--- src/rtl/serial_adder_pkg.sv ---
// Shared constants and state encoding for the bit-serial adder.
package serial_adder_pkg;

    localparam int unsigned SA_WIDTH_DEFAULT = 8;

    typedef enum logic [1:0] {
        IDLE = 2'd0,
        RUN  = 2'd1,
        DONE = 2'd2
    } sa_state_e;

endpackage

--- src/rtl/serial_adder_full_adder.sv ---
// One-bit full adder used as the only arithmetic element of the serial adder.
module full_adder (
    input  logic a,
    input  logic b,
    input  logic carry_in,
    output logic sum,
    output logic carry_out
);

    logic half_sum;

    assign half_sum  = a ^ b;
    assign sum       = half_sum ^ carry_in;
    assign carry_out = (a & b) | (carry_in & half_sum);

endmodule

--- src/rtl/serial_adder.sv ---
// Bit-serial unsigned adder: one bit per cycle, LSB first, valid/ready handshakes.
//   state | meaning
//   IDLE  | in_ready high, waiting for operands
//   RUN   | adding one bit per cycle, WIDTH cycles in total
//   DONE  | result presented, held until the consumer takes it
module serial_adder
    import serial_adder_pkg::*;
#(
    parameter int unsigned WIDTH = SA_WIDTH_DEFAULT
) (
    input  logic             clk,
    input  logic             rst,
    input  logic             in_valid,
    output logic             in_ready,
    input  logic [WIDTH-1:0] a,
    input  logic [WIDTH-1:0] b,
    input  logic             carry_in,
    output logic             out_valid,
    input  logic             out_ready,
    output logic [WIDTH-1:0] sum,
    output logic             carry_out
);

    localparam int unsigned      CNT_W    = $clog2(WIDTH + 1);
    localparam logic [CNT_W-1:0] LAST_CNT = CNT_W'(WIDTH - 1);

    sa_state_e        state_q, state_d;
    logic [WIDTH-1:0] a_sh_q, a_sh_d;
    logic [WIDTH-1:0] b_sh_q, b_sh_d;
    logic [WIDTH-1:0] sum_sh_q, sum_sh_d;
    logic [WIDTH-1:0] sum_q, sum_d;
    logic             carry_q, carry_d;
    logic             cout_q, cout_d;
    logic             out_valid_q, out_valid_d;
    logic [CNT_W-1:0] cnt_q, cnt_d;
    logic             fa_sum;
    logic             fa_carry;

    full_adder u_fa (
        .a         (a_sh_q[0]),
        .b         (b_sh_q[0]),
        .carry_in  (carry_q),
        .sum       (fa_sum),
        .carry_out (fa_carry)
    );

    always_comb begin
        state_d     = state_q;
        a_sh_d      = a_sh_q;
        b_sh_d      = b_sh_q;
        sum_sh_d    = sum_sh_q;
        sum_d       = sum_q;
        carry_d     = carry_q;
        cout_d      = cout_q;
        out_valid_d = out_valid_q;
        cnt_d       = cnt_q;

        case (state_q)
            IDLE: begin
                if (in_valid) begin
                    a_sh_d  = a;
                    b_sh_d  = b;
                    carry_d = carry_in;
                    cnt_d   = '0;
                    state_d = RUN;
                end
            end
            RUN: begin
                a_sh_d   = a_sh_q >> 1;
                b_sh_d   = b_sh_q >> 1;
                sum_sh_d = (sum_sh_q >> 1) | (WIDTH'(fa_sum) << (WIDTH - 1));
                carry_d  = fa_carry;
                cnt_d    = cnt_q + CNT_W'(1);
                // Output registers are loaded on the final bit so they hold while the next op runs.
                if (cnt_q == LAST_CNT) begin
                    sum_d       = sum_sh_d;
                    cout_d      = fa_carry;
                    out_valid_d = 1'b1;
                    state_d     = DONE;
                end
            end
            DONE: begin
                if (out_ready) begin
                    out_valid_d = 1'b0;
                    state_d     = IDLE;
                end
            end
            default: begin
                out_valid_d = 1'b0;
                state_d     = IDLE;
            end
        endcase
    end

    always_ff @(posedge clk) begin
        if (rst) begin
            state_q     <= IDLE;
            a_sh_q      <= '0;
            b_sh_q      <= '0;
            sum_sh_q    <= '0;
            sum_q       <= '0;
            carry_q     <= 1'b0;
            cout_q      <= 1'b0;
            out_valid_q <= 1'b0;
            cnt_q       <= '0;
        end else begin
            state_q     <= state_d;
            a_sh_q      <= a_sh_d;
            b_sh_q      <= b_sh_d;
            sum_sh_q    <= sum_sh_d;
            sum_q       <= sum_d;
            carry_q     <= carry_d;
            cout_q      <= cout_d;
            out_valid_q <= out_valid_d;
            cnt_q       <= cnt_d;
        end
    end

    assign in_ready  = (state_q == IDLE);
    assign out_valid = out_valid_q;
    assign sum       = sum_q;
    assign carry_out = cout_q;

endmodule

--- config.mk ---
export PLATFORM = sky130hd
export DESIGN_NAME = serial_adder
export DESIGN_NICKNAME = d
export VERILOG_FILES = /design/src/rtl/serial_adder_pkg.sv /design/src/rtl/serial_adder_full_adder.sv /design/src/rtl/serial_adder.sv
export SDC_FILE = /design/constraint.sdc
export NUM_CORES = 1
export LEC_CHECK = 0
export CORE_MARGIN = 4
export CORE_UTILIZATION = 30
export CTS_CLUSTER_DIAMETER = 200
export DETAILED_ROUTE_END_ITERATION = 10
export PLACE_DENSITY_LB_ADDON = 0.2
export SYNTH_ARGS = -nofsm -noshare
export SYNTH_HDL_FRONTEND = slang
export SYNTH_SLANG_ARGS = --single-unit
export TNS_END_PERCENT = 10
--- constraint.sdc ---
create_clock -name clk -period 2.3 [get_ports clk]
set_input_delay 0.23 -clock clk [delete_from_list [all_inputs] [get_ports clk]]
set_output_delay 0.23 -clock clk [all_outputs]
set_load 0.01 [all_outputs]
==> results.md, run 1 <==
* Non-filler cells, final at 305
* Crit Path Category: flop to output pin
* CTS tree: done
* Post-synth ARST share at 0
* Post-Place Cells at 297
* Global Route Usage Sum at 0.116
* Yosys reg bits at 40
* Hold_buf cts at 0
* # diodes at 0
* Final Instance Area at 0.00222 sq mm
* Clock sink count at 40
* Worst Setup Slack, final at 0.429 ns
* Die area at 0.00712 sq mm
* CTS Buf Count at 5
* Hold Path Class: flop to flop
* Status: completed
* Root buf cell: clkbuf_8
* Least-Margin Pin Slew at 0.571 ns
* Final worst clock skew at 0.00690 ns
* Post-route ant nets at 0
* Crit start category: flop
* Register area share after synthesis at 0.457
* Die H at 84.4 um
* EDFF count, synth at 0
* Crit path time final at 1.87 ns
* Rel. slew slack at 0.619
* Post-DR vias/cell at 4.73
* CTS max path bufs at 2
* Worst skew pair latency at 0.28 ns
* Mapped Nets at 228
* Synth area leader: dfxtp_1
* Total Neg Setup Slack at 0 ns
* Post-CTS Setup Inserts at 0
* Initial antenna violation count at 0
* Placement Cell Area at 0.00209 sq mm
* CP startpoint: state_q[0]
* Final Net Count at 255
* Largest cells by area after synthesis: dfxtp_1 (46%), nor2_1 (6.4%), a211oi_1 (6.0%), o21ai_0 (5.1%), o2bb2ai_1 (4.5%)
* Power Density at 691 mW/mm^2
* Share of post-route cells with drive strength above 1 at 0.0730
* Worst vdd ir at 0.321 mV
* Max Cap Viol at 0
* Max-slew violation count at 0
* Final Hold Violating Endpoints at 0
* P_leak at 0.771 nW
* Crit. End Element: output pin
* Worst r2r src: state_q[0]
* Width of the die at 84.4 um
* Worst Hold Launch: sum_sh_q[1]
* Gate Count Post-Synth at 205
* First-pass GRT wire length at 6790 um
* Critical path fanouts, max at 17
* CTS resizes at 0
* WP data arrival at 1.64 ns
* Post-detail-place hpwl at 2470 um
* Drt first pass iters at 4
* RSZ-0062 raised after global routing: no
* Pin count of the biggest net entering global routing at 50
* Remaining global-route overflow at 0
* I/O pin count at 32
* Avg Cell Area, Syn at 8.54 sq um
* Fin util at 0.398
* Setup slack after placement at 0.624 ns
* WHS at 0.459 ns
* Vias in the first global route at 1383
* DRC viols at 0
* Core ar. at 0.00557 sq mm
* Final setup violation count at 0
* Main flop type after synthesis: dfxtp_1
* Vias at 1443
* Initial DRC Count at 149
* Layout Area Growth over Synthesis at 26.7%
* Fmax achieved at 534 MHz
* Share of the synthesized area in the top cell type at 0.457
* Post-Syn Area at 0.00175 sq mm
* Port-buffer cells at 31
* Tcrit/Tclk final at 0.814
* H-tree depth at 2
* Synth Warn # at 0
* DRT Wirelength at 3830 um
* Floorplan row count at 27
* GPL Wtd Cong at 0.703
* Clock-pin slew on the worst setup and hold paths at 0.08 ns
* Netlist cell types at 31
* Post-detailed-route wirelength per cell at 12.6 um
* Data required, critical path at 2.07 ns
* Overall power at 1.53 mW
* Initial Util at 0.314
-- metal layers --
layer  routed length (um)  vias up  global-route usage
li1                     -      768                   -
met1                 1940      651               0.159
met2                 1730       22               0.175
met3                  137        2              0.0334
met4                   25        0              0.0345
met5                    0        -                   0
-- power by group --
part / total [mW] / leakage, nW / switching [mW] / internal, mW
registers: 0.749 / 0.327 / 0.0244 / 0.724
clock network: 0.623 / 0.0645 / 0.240 / 0.383
logic: 0.161 / 0.380 / 0.0779 / 0.0827
total: 1.53 / 0.771 / 0.342 / 1.19
-- critical path: stages (launching register included) --
cell	delay, ns
dfxtp_1	0.69
nor2_1	0.15
clkdlybuf4s50_1	0.51
-- synthesized netlist by cell type, types with 2 or more instances --
| cell | count |
|---|---|
| a32oi_1 | 2 |
| a211oi_1 | 14 |
| or3_1 | 2 |
| o2bb2ai_1 | 9 |
| nand2b_1 | 12 |
| dfxtp_1 | 40 |
| nor2b_1 | 9 |
| nand3_1 | 2 |
| nor2_1 | 30 |
| clkbuf_1 | 9 |
| o22ai_1 | 6 |
| buf_2 | 2 |
| nand2_1 | 20 |
| o21ai_0 | 18 |
| buf_4 | 2 |
| buf_6 | 4 |
| a21oi_1 | 10 |
-- worst paths after layout --
check           endpoint  slack, ns  cells after the start
max             in_ready       0.43                      2
min          sum_sh_q[1]       0.46                      2
max reg2reg      carry_q       0.63                      4
min reg2reg  sum_sh_q[1]       0.46                      2
-- cell usage in the layout (no fill, tap or decap), types with 2 or more instances in the layout --
cell type | synthesis | layout
nor2b_1 | 9 | 9
o2bb2ai_1 | 9 | 9
clkbuf_8 | 0 | 7
or3_1 | 2 | 2
clkdlybuf4s50_1 | 0 | 31
nand2_1 | 20 | 20
nor2_1 | 30 | 30
buf_4 | 2 | 6
nand2b_1 | 12 | 12
nand3_1 | 2 | 2
a21oi_1 | 10 | 10
o22ai_1 | 6 | 6
a32oi_1 | 2 | 2
a211oi_1 | 14 | 14
o21ai_0 | 18 | 18
dfxtp_1 | 40 | 40
-- kinds of logic after synthesis --
kind of cell	synth area share
DFF	0.457
adders and majority gates	0.0186
muxes	0.00572
and+or+nand+nor	0.204
buffers and inverters	0.0636
AOI/OAI and AO/OA	0.250
-- cell type report --
cell class | count | area [sq um]
Multi-Input combinational cell | 146 | 838
Clock inverter | 1 | 30.0
Inverter | 2 | 7.51
Tap cell | 72 | 90.1
Fill cell | 593 | 3360
Timing Repair Buffer | 37 | 355
Clock buffer | 7 | 96.3
Sequential cell | 40 | 801
-- registers in the layout, summed over array words and instances (netlist names) --
register,cells
a_sh_q,8
b_sh_q,8
sum,8
sum_sh_q,7
cnt_q,4
state_q,2
carry_out,1
carry_q,1
out_valid,1
No activity file was read; power rests on OpenSTA's default activity.
==> inputs of run 2 (changes only) <==
==> constraint.sdc (replaced) <==
create_clock -name clk -period 1.6 [get_ports clk]
set_input_delay 0.16 -clock clk [delete_from_list [all_inputs] [get_ports clk]]
set_output_delay 0.16 -clock clk [all_outputs]
set_load 0.01 [all_outputs]
==> run 2 against run 1 <==
  * Sequential share of layout area fell by 1.1 points
  * Power rose by 61%
  * Clock-buffer cell count is 2 lower
  * Register-to-register slack lost 0.36 ns
  * Largest power group is now the clock network
  * Hold slack improved by 0.0030 ns
  * Worst setup slack lost 0.18 ns
  * First-iteration DRC count fell by 58%
  * Non-clock buffer count grew 3
  * Critical path type unchanged
  * Sequential power up 43%
  * Clock power increased by 83%
  * Wire length is 2.1% higher
  * Critical endpoint is now out_valid
  * Global-route usage is 0.19 points lower
==> results.md, run 2 (synthesized netlist as in run 1, its figures left out) <==
* Vias at 1468
* Vias in the first global route at 1414
* Die H at 84.4 um
* Worst Hold Launch: sum_sh_q[1]
* Post-route ant nets at 0
* CTS max path bufs at 2
* Setup slack after placement at 0.101 ns
* Core ar. at 0.00557 sq mm
* Fin util at 0.411
* Multi-input gate area at 841 sq um
* Initial DRC Count at 63
* Initial antenna violation count at 0
* Total Neg Setup Slack at 0 ns
* Layout Area Growth over Synthesis at 31.0%
* # diodes at 0
* Least-Margin Pin Slew at 0.408 ns
* WP data arrival at 1.19 ns
* Overall power at 2.46 mW
* Switching Share at 0.209
* Max Cap Viol at 0
* GPL Wtd Cong at 0.713
* I/O pin count at 32
* P_leak at 0.812 nW
* Port-buffer cells at 31
* Initial Util at 0.314
* Final Net Count at 258
* Clock sink count at 40
* H-tree depth at 2
* Width of the die at 84.4 um
* CTS Buf Count at 5
* # fillers at 582
* Hold Path Class: flop to flop
* Most frequent cells in the layout: dfxtp_1 (38), clkdlybuf4s50_1 (30), nor2_1 (29), nand2_1 (20), o21ai_0 (18)
* First-pass GRT wire length at 6580 um
* Remaining global-route overflow at 0
* Final Instance Area at 0.00229 sq mm
* Floorplan row count at 27
* Fmax achieved at 742 MHz
* Crit. End Element: output pin
* Worst Setup Slack, final at 0.253 ns
* Seq pwr share at 0.437
* Final Hold Violating Endpoints at 0
* Clock share of power at 0.465
* Worst Path Buf+Inv at 1
* Post-detail-place hpwl at 2530 um
* Crit path time final at 1.35 ns
* Crit start category: flop
* Rel. slew slack at 0.728
* Internal Pwr Total at 1.95 mW
* CP startpoint: out_valid
* Worst vdd ir at 0.490 mV
* Pin count of the biggest net entering global routing at 50
* Drt first pass iters at 4
* Global Route Usage Sum at 0.114
* Worst skew pair latency at 0.29 ns
* Largest stage delay, worst path at 0.54 ns
* Final setup violation count at 0
* Status: completed
* Clock-pin slew on the worst setup and hold paths at 0.08 ns
* Logic pwr share at 0.098
* Post-DR vias/cell at 4.77
* CP top delay family: buffers and inverters
* Crit Path Category: flop to output pin
* Post-CTS Setup Inserts at 0
* CTS tree: done
* Reg area at 803 sq um
* Die area at 0.00712 sq mm
* RSZ-0062 raised after global routing: no
* DRT Wirelength at 3910 um
* Placement Cell Area at 0.00213 sq mm
* Data required, critical path at 1.44 ns
* Sw Pwr at 0.514 mW
* Most common cell after layout, fill and taps aside: dfxtp_1
* Final worst clock skew at 0.00617 ns
* Tcrit/Tclk final at 0.842
* Post-detailed-route wirelength per cell at 12.7 um
* Critical path fanouts, max at 2
* Power Density at 1070 mW/mm^2
* Share of post-route cells with drive strength above 1 at 0.0975
* Critical-path cell list: clkdlybuf4s50_1
* Root buf cell: clkbuf_8
* DRC viols at 0
* Worst r2r src: cnt_q[0]
* Critical-path top delay cell: clkdlybuf4s50_1
* Max-slew violation count at 0
run 2: final cells by class:
| type | instances | area share |
|---|---|---|
| clock buffers | 5 | 0.0300 |
| clock inverters | 3 | 0.0393 |
| inverters | 2 | 0.00327 |
| multi-input cells | 146 | 0.367 |
| flip-flops and latches | 40 | 0.350 |
| well taps | 72 | 0.0393 |
| repair buffers | 40 | 0.171 |
run 2: path summary, 6_finish.rpt:
| kind | to | slack [ns] | depth (start not counted) |
|---|---|---|---|
| min | sum_sh_q[1] | 0.46 | 2 |
| max | out_valid | 0.25 | 1 |
| min reg2reg | sum_sh_q[1] | 0.46 | 2 |
| max reg2reg | sum[0] | 0.27 | 4 |
run 2: power by group through the flow:
stage | Sequential (mW) | Combinational [mW] | Clock (mW)
floorplan | 1.09 | 0.165 | 0
global placement | 1.10 | 0.244 | 0
detailed placement | 1.10 | 0.245 | 0
CTS | 1.07 | 0.245 | 1.18
global route | 1.08 | 0.275 | 1.20
finish | 1.07 | 0.242 | 1.14
run 2: per-stage QoR:
stage / instances / hold slack, ns
2_1_floorplan: 205 / 0.332
3_3_place_gp: 300 / 0.446
3_5_place_dp: 300 / 0.452
4_1_cts: 308 / 0.464
5_1_grt: 308 / 0.497
6_report: 308 / 0.462
run 2: layer usage:
metal / track usage / routed length, um / vias up / share of wire
li1: - / - / 775 / -
met1: 0.148 / 1960 / 662 / 0.50
met2: 0.178 / 1740 / 25 / 0.44
met3: 0.0353 / 163 / 6 / 0.042
met4: 0.0388 / 55 / 0 / 0.014
met5: 0 / 0 / - / 0
run 2: repair_timing:
action / in CTS / in global routing
endpoints found under the setup margin: 1 / 1
cloned: 0 / 0
endpoints found under the hold margin: 0 / 0
gates resized for setup: 3 / 1
hold buffers: 0 / 0
==> inputs of run 3 (changes only) <==
==> constraint.sdc (replaced) <==
create_clock -name clk -period 1.2 [get_ports clk]
set_input_delay 0.12 -clock clk [delete_from_list [all_inputs] [get_ports clk]]
set_output_delay 0.12 -clock clk [all_outputs]
set_load 0.01 [all_outputs]
==> run 3 against run 2 <==
  * Die area unchanged
  * Sequential power up 34%
  * Clock power down 4%
  * Via count up 5.4%
  * Non-clock buffer count up 14
  * Sequential cell count unchanged
  * Worst setup slack worse by 0.23 ns
  * Critical path type is now flop to flop
==> results.md, run 3 (synthesized netlist as in run 1, its figures left out) <==
* Share of post-route cells with drive strength above 1 at 0.172
* Most common cell after layout, fill and taps aside: dfxtp_1
* Port-buffer cells at 31
* Least-Margin Pin Slew at 0.202 ns
* Hold EP: sum_sh_q[1]
* Post-detailed-route wirelength per cell at 12.5 um
* Post-DR vias/cell at 4.81
* Tcrit/Tclk final at 0.981
* DRT Wirelength at 4020 um
* Vias at 1548
* CTS tree: done
* Most frequent cells in the layout: dfxtp_1 (35), nor2_1 (30), nand2_1 (20), clkdlybuf4s50_1 (20), buf_4 (18)
* Max Cap Viol at 0
* WP data arrival at 1.40 ns
* DRC viols at 0
* Power Density at 1220 mW/mm^2
* Hold_buf cts at 0
* Post-CTS Setup Inserts at 0
* Data required, critical path at 1.42 ns
* Worst skew pair latency at 0.29 ns
* P_leak at 0.913 nW
* Pin count of the biggest net entering global routing at 29
* Crit path time final at 1.18 ns
* Fmax achieved at 849 MHz
* Initial antenna violation count at 0
* R2r endpoint: carry_out
* Post-Place Cells at 314
* Placement Cell Area at 0.00227 sq mm
* Remaining global-route overflow at 0
* First-pass GRT wire length at 6920 um
* Final Hold Violating Endpoints at 0
* R2r worst-path depth at 5
* # diodes at 0
* Clock sink count at 40
* Crit Path Category: flop to flop
* Global Route Usage Sum at 0.119
* Final Instance Area at 0.00239 sq mm
* Hold path cells at 2
* CTS max path bufs at 2
* Floorplan row count at 27
* Final setup violation count at 0
* Die area at 0.00712 sq mm
* Width of the die at 84.4 um
* Worst r2r src: cnt_q[0]
* CTS Buf Count at 5
* H-tree depth at 2
* Hold Path Class: flop to flop
* Final worst clock skew at 0.00548 ns
* I/O pin count at 32
* Core ar. at 0.00557 sq mm
* Post-route ant nets at 0
* Worst vdd ir at 0.517 mV
* RSZ-0062 raised after global routing: yes
* Rel. slew slack at 0.865
* Crit. End Element: flop
* Die H at 84.4 um
* Clock-pin slew on the worst setup and hold paths at 0.08 ns
* Initial DRC Count at 128
* Post-detail-place hpwl at 2710 um
* Max-slew violation count at 0
* Final Net Count at 272
* Vias in the first global route at 1510
* Crit start category: flop
* Root buf cell: clkbuf_8
* Worst Hold Launch: sum_sh_q[1]
* Non-filler cells, final at 322
* Drt first pass iters at 4
* Status: completed
* Initial Util at 0.314
* Layout Area Growth over Synthesis at 36.7%
* Reg2Reg Setup Slack at 0.02 ns
* Critical path fanouts, max at 7
* GPL Wtd Cong at 0.682
-- run 3: worst max-delay path by stage --
stage	start	endpoint	depth (start not counted)
after floorplan	cnt_q[0]	carry_out	5
after global placement	state_q[0]	cnt_q[3]	4
after detailed placement	in_valid	b_sh_q[1]	5
after CTS	state_q[1]	in_ready	2
after global routing	cnt_q[0]	sum[1]	5
final	cnt_q[0]	carry_out	5
-- run 3: stage by stage --
stage           util  TNS, ns  hold slack [ns]  setup slack [ns]  total power, mW
6_report       0.429        0            0.458            0.0224             2.92
5_1_grt        0.429   -0.256            0.476           -0.0539             3.08
3_5_place_dp   0.407    -2.85            0.447            -0.160             1.84
4_1_cts        0.426  -0.0260            0.459           -0.0260             2.95
3_3_place_gp   0.407    -2.49            0.444            -0.123             1.84
2_1_floorplan      -        0            0.292            0.0685             1.67
-- run 3: repair_timing --
item / in CTS / in global routing
pin swaps: 0 / 1
setup endpoints to repair: 48 / 23
resized for setup: 14 / 15
-- run 3: report_power, final --
part / leakage, nW / internal, mW / switching (mW)
Combinational: 0.530 / 0.216 / 0.172
Sequential: 0.329 / 1.39 / 0.0401
Clock: 0.0541 / 0.616 / 0.488
-- run 3: critical path, stage by stage (launching register included) --
cell	delay, ns
dfxtp_2	0.34
ha_2	0.18
nand4b_1	0.11
nand2b_1	0.18
buf_4	0.16
o21ai_0	0.14
-- run 3: cell type report --
type,instances,area [sq um]
Tap cell,72,90.1
Inverter,2,12.5
Timing Repair Buffer,54,519
Clock buffer,5,68.8
Sequential cell,40,810
Multi-Input combinational cell,146,851
Clock inverter,3,42.5
Fill cell,583,3180
-- run 3: layer usage --
layer / vias to the layer above / GRT usage / part of all wire
li1: 807 / - / -
met1: 709 / 0.157 / 0.48
met2: 27 / 0.190 / 0.46
met3: 5 / 0.0334 / 0.044
met4: 0 / 0.0345 / 0.013
met5: - / 0 / 0
